[src/rtl/reaction_pkg.sv]
// Shared types and constants for the reaction-timer sequencing controller.
package reaction_pkg;

  localparam int unsigned MS_W             = 14;
  localparam int unsigned MAX_MS_DEF       = 9999;
  localparam int unsigned MIN_DELAY_MS_DEF = 250;
  localparam int unsigned NUM_LEDS_DEF     = 10;

  // Alternating false-start pattern; the low NUM_LEDS bits are displayed.
  localparam logic [31:0] FAULT_PATTERN = {16{2'b01}};

  localparam logic [2:0] ST_IDLE      = 3'd0;
  localparam logic [2:0] ST_COUNTDOWN = 3'd1;
  localparam logic [2:0] ST_RAND_WAIT = 3'd2;
  localparam logic [2:0] ST_MEASURE   = 3'd3;
  localparam logic [2:0] ST_DONE      = 3'd4;
  localparam logic [2:0] ST_FAULT     = 3'd5;

  typedef enum logic [2:0] {
    IDLE      = ST_IDLE,
    COUNTDOWN = ST_COUNTDOWN,
    RAND_WAIT = ST_RAND_WAIT,
    MEASURE   = ST_MEASURE,
    DONE      = ST_DONE,
    FAULT     = ST_FAULT
  } state_e;

  // Random hold-off never shorter than the configured floor.
  function automatic logic [MS_W-1:0] delay_floor(input logic [MS_W-1:0] d,
                                                  input logic [MS_W-1:0] lo);
    return (d < lo) ? lo : d;
  endfunction

endpackage

[src/rtl/reaction_timer_ctrl_if.sv]
// Player-facing signal bundle of the reaction-timer controller.
interface reaction_timer_ctrl_if #(
  parameter int unsigned NUM_LEDS = reaction_pkg::NUM_LEDS_DEF
);
  import reaction_pkg::*;

  logic                start;
  logic                resp;
  logic [MS_W-1:0]     rand_delay;
  logic                lfsr_en;
  logic [NUM_LEDS-1:0] ledr;
  logic [MS_W-1:0]     result_ms;
  logic [MS_W-1:0]     best_ms;
  logic                result_valid;
  logic                false_start;
  logic                busy;

  modport master (
    output start, resp, rand_delay,
    input  lfsr_en, ledr, result_ms, best_ms, result_valid, false_start, busy
  );

  modport slave (
    input  start, resp, rand_delay,
    output lfsr_en, ledr, result_ms, best_ms, result_valid, false_start, busy
  );

endinterface

[src/rtl/rt_ms_counter.sv]
// Millisecond counter shared by the hold-off countdown and the reaction measurement.
module rt_ms_counter
  import reaction_pkg::*;
#(
  parameter int unsigned MAX_MS = MAX_MS_DEF
) (
  input  logic            clk,
  input  logic            rst,
  input  logic            tick,
  input  logic            clear,
  input  logic            load,
  input  logic [MS_W-1:0] load_val,
  input  logic            up,
  output logic [MS_W-1:0] count,
  output logic            sat_c
);

  localparam logic [MS_W-1:0] MAX_V = MS_W'(MAX_MS);

  // Clear beats load beats tick; both directions saturate instead of wrapping.
  always_ff @(posedge clk or posedge rst) begin
    if (rst) begin
      count <= '0;
    end else if (clear) begin
      count <= '0;
    end else if (load) begin
      count <= load_val;
    end else if (tick) begin
      if (up) begin
        if (count != MAX_V) count <= count + MS_W'(1);
      end else if (count != '0) begin
        count <= count - MS_W'(1);
      end
    end
  end

  assign sat_c = (count == MAX_V);

endmodule

[src/rtl/reaction_timer_ctrl.sv]
// Reaction-timer sequencer: LED countdown, random hold-off, response measurement.
// Define REACTION_BEST_TIME_EN to keep a best-time register; otherwise best_ms is fixed at MAX_MS.
module reaction_timer_ctrl
  import reaction_pkg::*;
#(
  parameter int unsigned NUM_LEDS     = NUM_LEDS_DEF,
  parameter int unsigned MAX_MS       = MAX_MS_DEF,
  parameter int unsigned MIN_DELAY_MS = MIN_DELAY_MS_DEF
) (
  input  logic                  clk,
  input  logic                  rst,
  input  logic                  tick_ms,
  input  logic                  tick_hs,
  reaction_timer_ctrl_if.slave  bus
);

  localparam int unsigned         LED_W      = $clog2(NUM_LEDS + 1);
  localparam logic [MS_W-1:0]     MAX_V      = MS_W'(MAX_MS);
  localparam logic [MS_W-1:0]     MIN_V      = MS_W'(MIN_DELAY_MS);
  localparam logic [LED_W-1:0]    LED_FULL   = LED_W'(NUM_LEDS);
  localparam logic [NUM_LEDS-1:0] FAULT_LEDS = NUM_LEDS'(FAULT_PATTERN);

  state_e              state, state_d;
  logic [LED_W-1:0]    led_cnt, led_cnt_d;
  logic                resp_q;
  logic                resp_rise_c;

  logic [MS_W-1:0]     cnt;
  logic                cnt_sat_c;
  logic                cnt_tick_c;
  logic                cnt_load_c;
  logic                cnt_clear_c;
  logic                cnt_up_c;

  logic [MS_W-1:0]     result_q, result_d;
  logic [NUM_LEDS-1:0] ledr_q, ledr_d;
  logic                lfsr_en_q, lfsr_en_d;
  logic                result_valid_q, result_valid_d;
  logic                false_start_q, false_start_d;
  logic                busy_q, busy_d;

  assign resp_rise_c = bus.resp & ~resp_q;

  rt_ms_counter #(
    .MAX_MS (MAX_MS)
  ) u_ms_counter (
    .clk      (clk),
    .rst      (rst),
    .tick     (cnt_tick_c),
    .clear    (cnt_clear_c),
    .load     (cnt_load_c),
    .load_val (delay_floor(bus.rand_delay, MIN_V)),
    .up       (cnt_up_c),
    .count    (cnt),
    .sat_c    (cnt_sat_c)
  );

  // Next state, counter control and next output values.
  always_comb begin
    state_d     = state;
    led_cnt_d   = led_cnt;
    result_d    = result_q;
    cnt_tick_c  = 1'b0;
    cnt_load_c  = 1'b0;
    cnt_clear_c = 1'b0;
    cnt_up_c    = 1'b0;

    unique case (state)
      IDLE: begin
        if (bus.start) begin
          state_d   = COUNTDOWN;
          led_cnt_d = '0;
        end
      end
      COUNTDOWN: begin
        if (resp_rise_c) begin
          state_d = FAULT;
        end else if (tick_hs) begin
          if (led_cnt == LED_FULL) begin
            state_d    = RAND_WAIT;
            cnt_load_c = 1'b1;
          end else begin
            led_cnt_d = led_cnt + LED_W'(1);
          end
        end
      end
      RAND_WAIT: begin
        // A press on the final tick is still a false start.
        if (resp_rise_c) begin
          state_d = FAULT;
        end else if (tick_ms) begin
          if (cnt <= MS_W'(1)) begin
            state_d     = MEASURE;
            cnt_clear_c = 1'b1;
          end else begin
            cnt_tick_c = 1'b1;
          end
        end
      end
      MEASURE: begin
        cnt_up_c = 1'b1;
        if (resp_rise_c) begin
          result_d = cnt;
          state_d  = DONE;
        end else if (cnt_sat_c) begin
          result_d = MAX_V;
          state_d  = DONE;
        end else begin
          cnt_tick_c = tick_ms;
        end
      end
      DONE, FAULT: begin
        // start consumes any coincident resp edge.
        if (bus.start) begin
          state_d   = COUNTDOWN;
          led_cnt_d = '0;
        end
      end
      default: state_d = IDLE;
    endcase

    lfsr_en_d      = (state_d == IDLE) || (state_d == COUNTDOWN);
    busy_d         = (state_d == COUNTDOWN) || (state_d == RAND_WAIT) || (state_d == MEASURE);
    result_valid_d = (state_d == DONE);
    false_start_d  = (state_d == FAULT);

    ledr_d = '0;
    case (state_d)
      COUNTDOWN: ledr_d = NUM_LEDS'((32'd1 << led_cnt_d) - 32'd1);
      RAND_WAIT: ledr_d = '1;
      FAULT:     ledr_d = FAULT_LEDS;
      default:   ledr_d = '0;
    endcase
  end

  always_ff @(posedge clk or posedge rst) begin
    if (rst) begin
      state          <= IDLE;
      led_cnt        <= '0;
      resp_q         <= 1'b0;
      result_q       <= '0;
      ledr_q         <= '0;
      lfsr_en_q      <= 1'b1;
      result_valid_q <= 1'b0;
      false_start_q  <= 1'b0;
      busy_q         <= 1'b0;
    end else begin
      state          <= state_d;
      led_cnt        <= led_cnt_d;
      resp_q         <= bus.resp;
      result_q       <= result_d;
      ledr_q         <= ledr_d;
      lfsr_en_q      <= lfsr_en_d;
      result_valid_q <= result_valid_d;
      false_start_q  <= false_start_d;
      busy_q         <= busy_d;
    end
  end

`ifdef REACTION_BEST_TIME_EN
  logic [MS_W-1:0] best_q;
  logic            best_upd_c;

  // Only a real response can improve the best; timeouts leave it alone.
  assign best_upd_c = (state == MEASURE) && resp_rise_c && (cnt < best_q);

  always_ff @(posedge clk or posedge rst) begin
    if (rst) begin
      best_q <= MAX_V;
    end else if (best_upd_c) begin
      best_q <= cnt;
    end
  end

  assign bus.best_ms = best_q;
`else
  assign bus.best_ms = MAX_V;
`endif

  assign bus.lfsr_en      = lfsr_en_q;
  assign bus.ledr         = ledr_q;
  assign bus.result_ms    = result_q;
  assign bus.result_valid = result_valid_q;
  assign bus.false_start  = false_start_q;
  assign bus.busy         = busy_q;

endmodule

[src/flat_wrapper.sv]
// flat-port wrapper written by rule: the top's interface ports become plain ports
module reaction_timer_ctrl_flat import reaction_pkg::*;
#(
  parameter int unsigned NUM_LEDS     = NUM_LEDS_DEF,
  parameter int unsigned MAX_MS       = MAX_MS_DEF,
  parameter int unsigned MIN_DELAY_MS = MIN_DELAY_MS_DEF
)
  (clk, rst, tick_ms, tick_hs, bus_start, bus_resp, bus_rand_delay, bus_lfsr_en, bus_ledr, bus_result_ms, bus_best_ms, bus_result_valid, bus_false_start, bus_busy);
  reaction_timer_ctrl_if #(.NUM_LEDS(NUM_LEDS)) bus_i ();
  input  logic clk;
  input  logic rst;
  input  logic tick_ms;
  input  logic tick_hs;
  input wire logic [$bits(bus_i.start)-1:0] bus_start;
  input wire logic [$bits(bus_i.resp)-1:0] bus_resp;
  input wire logic [$bits(bus_i.rand_delay)-1:0] bus_rand_delay;
  output wire logic [$bits(bus_i.lfsr_en)-1:0] bus_lfsr_en;
  output wire logic [$bits(bus_i.ledr)-1:0] bus_ledr;
  output wire logic [$bits(bus_i.result_ms)-1:0] bus_result_ms;
  output wire logic [$bits(bus_i.best_ms)-1:0] bus_best_ms;
  output wire logic [$bits(bus_i.result_valid)-1:0] bus_result_valid;
  output wire logic [$bits(bus_i.false_start)-1:0] bus_false_start;
  output wire logic [$bits(bus_i.busy)-1:0] bus_busy;
  assign bus_i.start = bus_start;
  assign bus_i.resp = bus_resp;
  assign bus_i.rand_delay = bus_rand_delay;
  assign bus_lfsr_en = bus_i.lfsr_en;
  assign bus_ledr = bus_i.ledr;
  assign bus_result_ms = bus_i.result_ms;
  assign bus_best_ms = bus_i.best_ms;
  assign bus_result_valid = bus_i.result_valid;
  assign bus_false_start = bus_i.false_start;
  assign bus_busy = bus_i.busy;
  reaction_timer_ctrl #(.NUM_LEDS(NUM_LEDS), .MAX_MS(MAX_MS), .MIN_DELAY_MS(MIN_DELAY_MS)) u_core (.clk(clk), .rst(rst), .tick_ms(tick_ms), .tick_hs(tick_hs), .bus(bus_i));
endmodule
[config.mk]
export PLATFORM = sky130hd
export DESIGN_NAME = reaction_timer_ctrl_flat
export DESIGN_NICKNAME = d
export VERILOG_FILES = /design/src/rtl/reaction_pkg.sv /design/src/rtl/reaction_timer_ctrl_if.sv /design/src/rtl/rt_ms_counter.sv /design/src/rtl/reaction_timer_ctrl.sv /design/src/flat_wrapper.sv
export SDC_FILE = /design/constraint.sdc
export NUM_CORES = 1
export LEC_CHECK = 0
export ABC_AREA = 0
export BUFFER_PORTS_ARGS = -buffer_cell sky130_fd_sc_hd__buf_2
export CORE_ASPECT_RATIO = 1.75
export CORE_MARGIN = 1
export CORE_UTILIZATION = 49
export CTS_CLUSTER_SIZE = 12
export DETAILED_ROUTE_END_ITERATION = 6
export PLACE_DENSITY_LB_ADDON = 0.12
export SLEW_MARGIN = 30
export SYNTH_ARGS = -nofsm -noshare
export SYNTH_HDL_FRONTEND = slang
export SYNTH_SLANG_ARGS = --single-unit
[constraint.sdc]
create_clock -name clk -period 3.29 [get_ports clk]
set_input_delay 0.4935 -clock clk [delete_from_list [all_inputs] [get_ports clk]]
set_output_delay 0.4935 -clock clk [all_outputs]
set_load 0.02 [all_outputs]
==> flow_summary_export.csv, run 1 <==
group,metric,value,unit
detailed_routing,drtIter0Drc,124,
worst_setup_path,critPathLaunch,"u_core.u_ms_counter.count[4]",
die,rows,38,
power,clkPwrFrac,0.149,
die,die_area,6660,µm²
worst_setup_path,path_class,"reg -> reg",
global_route,overflow,0,
synthesis,synth.yosys.warnings,0,
worst_setup_path,cp.arrival,3.16,ns
die,initial_core_util,0.506,
synthesis,synth-adder-area-share,0.0282,
place,port_buffers,47,
place,place_congestion,0.913,
hold_path,hp-class,"in -> async",
detailed_routing,drt_first_pass_iters,4,
detailed_routing,antenna_left,0,
die,die_y,107,µm
die,die_w,62.1,µm
detailed_routing,routed_wl,7840,µm
synthesis,ys_seq_elements,50,
die,core_region_area,6130,µm²
power,p_int,1.42,mW
power,pwr-share-seq,0.372,
timing,slew_viol_final,0,
worst_setup_path,r2r_end,"u_core.bus.ledr[9]",
global_route,antenna_found_initial,0,
timing,period_needed,2.93,ns
timing,period_share,0.892,
clock_tree,ctsHoldBuffers,0,
timing,slew_headroom,0.550,
cells_and_area,drive_gt1_frac,0.197,
synthesis,synthMuxAreaShare,0.00968,
power,p_leak,1.57,nW
synthesis,synth_enable_flop_cells,0,
synthesis,yosys.area.top_type,"dfrtp_1",
power,power.density,739,nW/µm²
clock_tree,clkSlewWorstSetupHoldPaths,0.10,ns
clock_tree,tritoncts,"yes",
timing,fin_tns_setup,0,ns
global_route,grt_start_max_net_pins,51,
synthesis,postSynthCellCount,343,
clock_tree,cts_buffers,5,
die,pin_count,62,
synthesis,synth_ff_type,"dfrtp_1",
detailed_routing,vias,2734,
power,comb_power_share,0.479,
job,drv_cap,0,
detailed_routing,viasPerCell,5.94,
worst_setup_path,cp_max_fo,9,
synthesis,synth_xor_area_frac,0.00847,
synthesis,synthArstFlopShare,1.00,
timing,hold_ws,0.242,ns
timing,fmax,341,MHz
synthesis,yosys-top-cells-area,"dfrtp_1, buf_4, nor2_1, a22o_1, nand2_1",
clock_tree,cts_num_sinks,50,
clock_tree,h-tree-depth,2,
power,switchingPower,1.12,mW
synthesis,synth-simple-area-share,0.225,
synthesis,synth_top_family_by_area,"compound AO/OA/AOI/OAI gates",
synthesis,synth_area,3100,µm²
power,ir_drop,514,µV
clock_tree,cts.repair.resized,0,
cells_and_area,fin_cells,460,
timing,setup_viol,0,
cells_and_area,postLayoutCoreUtil,0.562,
worst_setup_path,cp-endpoint,"u_core.bus.ledr[9]",
worst_setup_path,start_kind,"flop",
detailed_routing,wl_per_cell,17.0,µm
synthesis,syn_avg_cell_area,9.04,µm²
global_route,track_usage,0.252,
timing,rsz0062_at_grt,"no",
worst_setup_path,required,3.52,ns
synthesis,yosysTopAreaCellShare,0.395,
worst_setup_path,end_kind,"flop",
synthesis,synth.distinct_cells,65,
timing,worst_pin_slew,0.670,ns
synthesis,synth_compound_area_frac,0.242,
clock_tree,clock_path_buffers,2,
clock_tree,cts_root_buffer,"clkbuf_8",
place,hpwl,5960,µm
place,place_inst,452,
power,power,2.54,mW
power,swShare,0.442,
cells_and_area,nets,406,
worst_setup_path,rr_startpoint,"u_core.u_ms_counter.count[4]",
clock_tree,clkLatencyLatePin,0.31,ns
detailed_routing,drc,0,
timing,skew,0.00714,ns
synthesis,ys_seq_area_frac,0.404,
global_route,grt_pass1_vias,2691,
cells_and_area,syn_to_final_growth,11.1,%
worst_setup_path,r2r_slack,0.36,ns
status,outcome,"complete, no violations",
cells_and_area,n_antenna_cell,0,
clock_tree,cts_setup_buffers,0,
global_route,grt_pass1_wl,13100,µm
worst_setup_path,r2r_cells,6,
timing,hold_viol_final,0,
## through the flow
step | instance area (µm²) | worst slack, ns
finish | 3440 | 0.355
global route | 3440 | 0.184
CTS | 3440 | 0.382
detailed placement | 3350 | 0.396
global placement | 3350 | 0.417
floorplan | 3150 | 0.469
## layout by cell type, fill, tap and decap left out, types with 8 or more instances in the layout
cell type,count
a21oi_1,13
a22o_1,11
a31oi_1,8
buf_2,47
buf_4,9
conb_1,14
dfrtp_1,49
inv_1,8
nand2_1,24
nand3_1,11
nor2_1,29
nor3_1,12
o21ai_0,12
o22a_1,9
## area by class of cell
| class | instances | area, µm² |
|---|---|---|
| Fill cell | 576 | 2690 |
| Sequential cell | 50 | 1250 |
| Clock inverter | 3 | 26.3 |
| Clock buffer | 5 | 68.8 |
| Tap cell | 80 | 100 |
| Timing Repair Buffer | 56 | 303 |
| Inverter | 9 | 36.3 |
| Multi-Input combinational cell | 257 | 1660 |
## registers in the layout, summed over array words and instances, names as in the netlist, 3 cells and up
signal / cells
u_core.bus.ledr: 10
u_core.state: 3
u_core.bus.result_ms: 14
u_core.led_cnt: 4
u_core.u_ms_counter.count: 14
## worst min-delay path by stage
stage / to / cells after the start
4_1_cts: u_core.bus.ledr[3] / 2
5_1_grt: u_core.bus.ledr[6] / 2
6_report: u_core.bus.ledr[3] / 2
2_1_floorplan: u_core.u_ms_counter.count[1] / 2
3_5_place_dp: u_core.bus.result_ms[10] / 1
3_3_place_gp: u_core.bus.result_ms[8] / 1
## kinds of logic (layout without fill, tap and decap cells)
family                     count (synthesis)  after routing
xor gates and xnor gates                   3              3
AOI/OAI and AO/OA                        101            101
muxes                                      3              3
other                                      2             14
DFF                                       50             50
buffers and inverters                     48             73
adders and majority gates                  7              7
and+or+nand+nor                          129            129
## routing by layer
metal	wire [µm]	GRT usage
met5	0	0
met1	2830	0.261
met2	4590	0.493
met3	229	0.0297
met4	195	0.116
## Yosys cell counts (8+ instances only)
cell type and instances:
clkbuf_1 19, nor2_1 29, o21ai_0 12, nand3_1 11
nor3_1 13, a31oi_1 8, o22a_1 9, nand2_1 24
a21oi_1 13, dfrtp_1 49, inv_1 9, buf_4 15
a22o_1 11
## critical path, cell delays in order (launching register included)
cell and delay, ns:
dfrtp_1 0.49, or4_1 0.69, or4_1 0.59, or2_4 0.34
a2111oi_4 0.41, nand2_1 0.14, o31ai_2 0.19
## power groups by stage
stage / sequential, mW / combinational [mW] / clock (mW)
floorplan: 0.989 / 0.898 / 0
global placement: 0.951 / 1.20 / 0
detailed placement: 0.951 / 1.21 / 0
CTS: 0.943 / 1.22 / 0.385
global route: 0.976 / 1.38 / 0.410
finish: 0.948 / 1.22 / 0.379
Note: power is estimated with default switching activity, not from simulation.
==> inputs of run 2 (changes only) <==
--- a/config.mk
+++ b/config.mk
@@ -7,12 +7,14 @@
 export LEC_CHECK = 0
 export ABC_AREA = 0
 export BUFFER_PORTS_ARGS = -buffer_cell sky130_fd_sc_hd__buf_2
+export CAP_MARGIN = 10
 export CORE_ASPECT_RATIO = 1.75
 export CORE_MARGIN = 1
 export CORE_UTILIZATION = 49
 export CTS_CLUSTER_SIZE = 12
 export DETAILED_ROUTE_END_ITERATION = 6
 export PLACE_DENSITY_LB_ADDON = 0.12
+export REMOVE_ABC_BUFFERS = 1
 export SLEW_MARGIN = 30
 export SYNTH_ARGS = -nofsm -noshare
 export SYNTH_HDL_FRONTEND = slang
==> flow_summary_export.csv, run 2 (synthesis gave the netlist of run 1 again) <==
group,metric,value,unit
status,outcome,"complete, no violations",
detailed_routing,drtIter0Drc,129,
timing,slew_viol_final,0,
detailed_routing,drc,0,
clock_tree,clkLatencyLatePin,0.32,ns
timing,hold_ws,0.236,ns
cells_and_area,nets,407,
die,initial_core_util,0.506,
worst_setup_path,rr_startpoint,"u_core.u_ms_counter.count[4]",
detailed_routing,viasPerCell,5.92,
timing,slew_headroom,0.556,
global_route,track_usage,0.254,
place,port_buffers,47,
worst_setup_path,crit_chain,"or4_1 > or4_1 > o211a_1 > nor3_2 > buf_4 > o21ba_1 > o22a_1",
power,p_leak,1.58,nW
die,core_region_area,6130,µm²
clock_tree,cts_root_buffer,"clkbuf_8",
worst_setup_path,start_kind,"flop",
worst_setup_path,cp.arrival,3.12,ns
clock_tree,cts_buffers,5,
detailed_routing,routed_wl,7860,µm
die,rows,38,
global_route,overflow,0,
timing,setup_slack,0.377,ns
clock_tree,cts.repair.resized,0,
global_route,grt_pass1_wl,13100,µm
timing,skew,0.0125,ns
cells_and_area,n_antenna_cell,0,
timing,period_needed,2.91,ns
die,die_area,6660,µm²
worst_setup_path,required,3.49,ns
place,place_congestion,0.955,
clock_tree,clock_path_buffers,2,
place,place_inst,453,
clock_tree,ctsHoldBuffers,0,
hold_path,hp-class,"in -> async",
place,hpwl,6050,µm
clock_tree,cts_setup_buffers,0,
global_route,grt_start_max_net_pins,51,
worst_setup_path,critPathLaunch,"u_core.u_ms_counter.count[4]",
detailed_routing,wl_per_cell,17.0,µm
worst_setup_path,end_kind,"flop",
die,pin_count,62,
cells_and_area,fin_cells,461,
cells_and_area,final_common_cell,"dfrtp_1",
worst_setup_path,cp_max_fo,20,
job,drv_cap,0,
worst_setup_path,cp_slowest_stage_delay,0.70,ns
timing,hold_viol_final,0,
cells_and_area,drive_gt1_frac,0.199,
timing,fmax,343,MHz
timing,period_share,0.886,
clock_tree,clkSlewWorstSetupHoldPaths,0.11,ns
cells_and_area,postLayoutCoreUtil,0.563,
detailed_routing,antenna_left,0,
worst_setup_path,path_class,"reg -> reg",
clock_tree,cts_num_sinks,50,
place,pre_cts_ws,0.411,ns
detailed_routing,drt_first_pass_iters,4,
die,die_y,107,µm
global_route,antenna_found_initial,0,
worst_setup_path,critPathSlowestCell,"or4_1",
global_route,grt_pass1_vias,2724,
die,die_w,62.1,µm
cells_and_area,syn_to_final_growth,11.3,%
power,ir_drop,470,µV
timing,setup_viol,0,
timing,rsz0062_at_grt,"no",
timing,worst_pin_slew,0.661,ns
detailed_routing,vias,2728,
clock_tree,tritoncts,"yes",
clock_tree,h-tree-depth,2,
cells_and_area,final_cell_mix,"dfrtp_1, buf_2, nor2_1",
worst_setup_path,critPathMostFrequentCell,"or4_1",
power,power.density,743,nW/µm²
-- run 2: cell count changes in the layout (fill, tap and decap cells not counted) --
| cell | before | now |
|---|---|---|
| buf_4 | 9 | 10 |
-- run 2: layout make-up --
cell class	instances	area (µm²)
inverters	9	36.3
clock inverters	3	26.3
fillers	567	2680
repair buffers	57	310
flip-flops and latches	50	1250
well taps	80	100
multi-input cells	257	1660
clock buffers	5	68.8
-- run 2: worst paths after layout --
check                      slack, ns                      endpoint  depth (start not counted)
max in group asynchronous       2.64  u_core.u_ms_counter.count[2]                          2
max reg2reg                     0.38  u_core.u_ms_counter.count[6]                          7
max                             0.38  u_core.u_ms_counter.count[6]                          7
min reg2reg                     0.49       u_core.bus.result_ms[3]                          1
min                             0.24            u_core.bus.ledr[3]                          2
min in group clk                0.30                 u_core.resp_q                          1
-- run 2: power breakdown --
| part | internal, mW | leakage [nW] | switching [mW] |
|---|---|---|---|
| clock network | 0.157 | 0.0491 | 0.233 |
| registers | 0.774 | 0.636 | 0.176 |
| logic | 0.487 | 0.894 | 0.737 |
-- run 2: routing by layer --
metal	vias to the layer above	part of all wire	wire [µm]	GRT usage
li1	1316	-	-	-
met4	0	0.044	346	0.143
met5	-	0	0	0
met1	1322	0.36	2820	0.253
met3	25	0.028	219	0.0307
met2	65	0.57	4470	0.495
-- run 2: per-stage QoR --
step	power [mW]	TNS (ns)	instance area [µm²]
floorplan	1.82	-5.75	2930
global placement	2.17	0	3350
detailed placement	2.19	0	3360
CTS	2.57	0	3450
global route	2.76	0	3450
finish	2.56	0	3450
-- run 2: critical path, delay by kind of cell (launching register included) --
family | cells | cell delay (ns)
DFF | 1 | 0.47
and+or+nand+nor | 3 | 1.42
AOI/OAI and AO/OA | 3 | 0.66
buffers and inverters | 1 | 0.25
==> inputs of run 3 (changes only) <==
--- a/config.mk
+++ b/config.mk
@@ -13,9 +13,10 @@
 export CORE_UTILIZATION = 49
 export CTS_CLUSTER_SIZE = 12
 export DETAILED_ROUTE_END_ITERATION = 6
-export PLACE_DENSITY_LB_ADDON = 0.12
+export PLACE_DENSITY = 0.76
 export REMOVE_ABC_BUFFERS = 1
 export SLEW_MARGIN = 30
 export SYNTH_ARGS = -nofsm -noshare
 export SYNTH_HDL_FRONTEND = slang
+export SYNTH_HIERARCHICAL = 1
 export SYNTH_SLANG_ARGS = --single-unit
==> flow_summary_export.csv, run 3 <==
group,metric,value,unit
synthesis,synth_enable_flop_cells,0,
die,initial_core_util,0.506,
worst_setup_path,cp.arrival,3.25,ns
clock_tree,cts_num_sinks,50,
worst_setup_path,start_kind,"flop",
worst_setup_path,cp_top_family,"simple AND/OR/NAND/NOR gates",
place,place_congestion,0.994,
clock_tree,h-tree-depth,2,
synthesis,postSynthCellCount,367,
synthesis,synthMostInstantiatedCell,"dfrtp_1",
cells_and_area,nets,457,
die,rows,39,
synthesis,syn_avg_cell_area,8.96,µm²
timing,period_share,0.926,
global_route,grt_pass1_vias,2896,
place,port_buffers,47,
global_route,antenna_found_initial,0,
clock_tree,clkSlewWorstSetupHoldPaths,0.07,ns
job,drv_cap,0,
clock_tree,tritoncts,"yes",
cells_and_area,multi_input_area,1850,µm²
status,outcome,"complete, no violations",
cells_and_area,regArea,1250,µm²
clock_tree,ctsHoldBuffers,0,
worst_setup_path,worst-path-buf-inv,2,
clock_tree,clock_path_buffers,2,
die,die_area,7050,µm²
synthesis,synthArstFlopShare,1.00,
place,hpwl,6730,µm
worst_setup_path,required,3.49,ns
worst_setup_path,cp_max_fo,8,
worst_setup_path,crit_chain,"inv_1 > ha_1 > and3b_1 > nand3_1 > nor2_1 > or4_1 > nor3_1 > inv_1 > ha_1 > nor3_1 > a21oi_1 > o311ai_1",
worst_setup_path,critPathSlowestCell,"or4_1",
global_route,track_usage,0.268,
timing,fin_tns_setup,0,ns
cells_and_area,syn_to_final_growth,14.8,%
detailed_routing,wl_per_cell,17.5,µm
timing,rsz0062_at_grt,"no",
worst_setup_path,path_class,"reg -> reg",
clock_tree,cts_buffers,5,
power,ir_drop,513,µV
detailed_routing,vias,3030,
detailed_routing,antenna_left,0,
detailed_routing,drtIter0Drc,261,
cells_and_area,fin_cells,504,
place,place_inst,490,
detailed_routing,viasPerCell,6.01,
timing,slew_viol_final,0,
timing,period_needed,3.05,ns
power,power.density,532,nW/µm²
detailed_routing,drc,0,
synthesis,yosys.area.top_type,"dfrtp_1",
timing,worst_pin_slew,0.721,ns
clock_tree,cts_root_buffer,"clkbuf_16",
die,pin_count,62,
synthesis,synth_area,3290,µm²
global_route,overflow,0,
power,p_leak,1.80,nW
worst_setup_path,cp_slowest_stage_delay,0.56,ns
synthesis,synth.distinct_cells,63,
synthesis,yosys-top-cells-area,"dfrtp_1, ha_1, nor2_1, buf_4, nand2_1",
global_route,grt_start_max_net_pins,37,
synthesis,yosysTopAreaCellShare,0.373,
synthesis,synth.yosys.warnings,6,
timing,setup_viol,0,
synthesis,synth_ff_type,"dfrtp_1",
detailed_routing,drt_first_pass_iters,4,
timing,fmax,328,MHz
cells_and_area,final_cell_mix,"dfrtp_1, buf_2, nor2_1",
cells_and_area,fillers,605,
timing,slew_headroom,0.518,
cells_and_area,postLayoutCoreUtil,0.582,
die,die_y,110,µm
worst_setup_path,end_kind,"flop",
synthesis,ys_seq_elements,50,
timing,skew,0.0112,ns
timing,hold_viol_final,0,
die,core_region_area,6490,µm²
clock_tree,clkLatencyLatePin,0.30,ns
hold_path,hp-class,"in -> async",
synthesis,ys_seq_area_frac,0.381,
detailed_routing,routed_wl,8820,µm
cells_and_area,drive_gt1_frac,0.211,
cells_and_area,final_common_cell,"dfrtp_1",
die,die_w,63.9,µm
global_route,grt_pass1_wl,14000,µm
cells_and_area,n_antenna_cell,0,
synthesis,synth_common_cells,"dfrtp_1, nor2_1, nand2_1, o21ai_0",
## run 3: changes by cell type after synthesis, sizes merged, moves of 4 or more
cell,change
a32oi,+5
and2,+6
clkbuf,-9
ha,+8
inv,+7
nand2b,+8
nor2,+8
nor3,-4
nor4b,-4
o21ai,+11
o31ai,-8
xor2,+6
## run 3: worst reg2reg max path, cell delays in order (launching register included)
cell and delay, ns:
dfrtp_1 0.40, inv_1 0.09, ha_1 0.19, and3b_1 0.22, nand3_1 0.17, nor2_1 0.07
or4_1 0.56, nor3_1 0.28, inv_1 0.08, ha_1 0.28, nor3_1 0.29, a21oi_1 0.07
o311ai_1 0.25
## run 3: area by class of cell
| class | instances | area share |
|---|---|---|
| clock buffer | 5 | 0.0331 |
| clock inverter | 3 | 0.00696 |
| inverter | 16 | 0.0169 |
| multi-input combinational | 285 | 0.491 |
| sequential | 50 | 0.332 |
| tap | 82 | 0.0272 |
| timing repair buffer | 62 | 0.0921 |
| timing repair inverter | 1 | 0.00133 |
## run 3: metal layers
layer | global-route usage | wire [µm] | up-vias
met3 | 0.0453 | 395 | 38
met1 | 0.264 | 3180 | 1463
li1 | - | - | 1418
met4 | 0.195 | 512 | 0
met5 | 0 | 0 | -
met2 | 0.498 | 4730 | 111
## run 3: path summary, 6_finish.rpt
check / start / to / slack (ns) / cells past startpoint
worst max-delay path: u_core/led_cnt[0] / u_core/bus.ledr[6] / 0.24 / 12
worst min-delay path: rst / u_core/u_ms_counter/count[10] / 0.27 / 2
max in group asynchronous: rst / u_core/u_ms_counter/count[6] / 2.62 / 2
worst max register to register: u_core/led_cnt[0] / u_core/bus.ledr[6] / 0.24 / 12
worst min register to register: u_core/bus.result_ms[0] / u_core/bus.result_ms[0] / 0.50 / 1
min in group clk: bus_resp / u_core/resp_q / 0.33 / 1
## run 3: kinds of logic (layout without fill, tap and decap cells)
logic type,after synthesis,in the layout,share of synthesized area
AOI/OAI and AO/OA,104,104,0.226
xor gates and xnor gates,10,10,0.0266
adders and majority gates,16,16,0.0632
buffers and inverters,44,87,0.0716
DFF,50,50,0.381
muxes,3,3,0.00952
other,2,14,0.00228
and+or+nand+nor,138,138,0.219
## run 3: per-stage QoR
stage / worst slack (ns) / area [µm²] / hold WS (ns) / total power [mW]
6_report: 0.243 / 3770 / 0.268 / 2.01
5_1_grt: 0.0274 / 3770 / 0.323 / 2.12
4_1_cts: 0.197 / 3720 / 0.276 / 2.01
3_5_place_dp: 0.208 / 3570 / 0.481 / 1.47
3_3_place_gp: 0.299 / 3570 / 0.483 / 1.45
2_1_floorplan: -0.131 / 3160 / 0.383 / 1.25
## run 3: power breakdown
group	internal, mW	total, mW	leakage, nW	switching [mW]
sequential	0.701	0.755	0.643	0.0542
clock	0.291	0.543	0.0752	0.253
combinational	0.276	0.709	1.09	0.433
## run 3: repair_timing
item | in CTS | in global routing
resized for setup | 0 | 3
endpoints found under the hold margin | 0 | 0
endpoints found under the setup margin | 0 | 3
setup buffers | 0 | 5
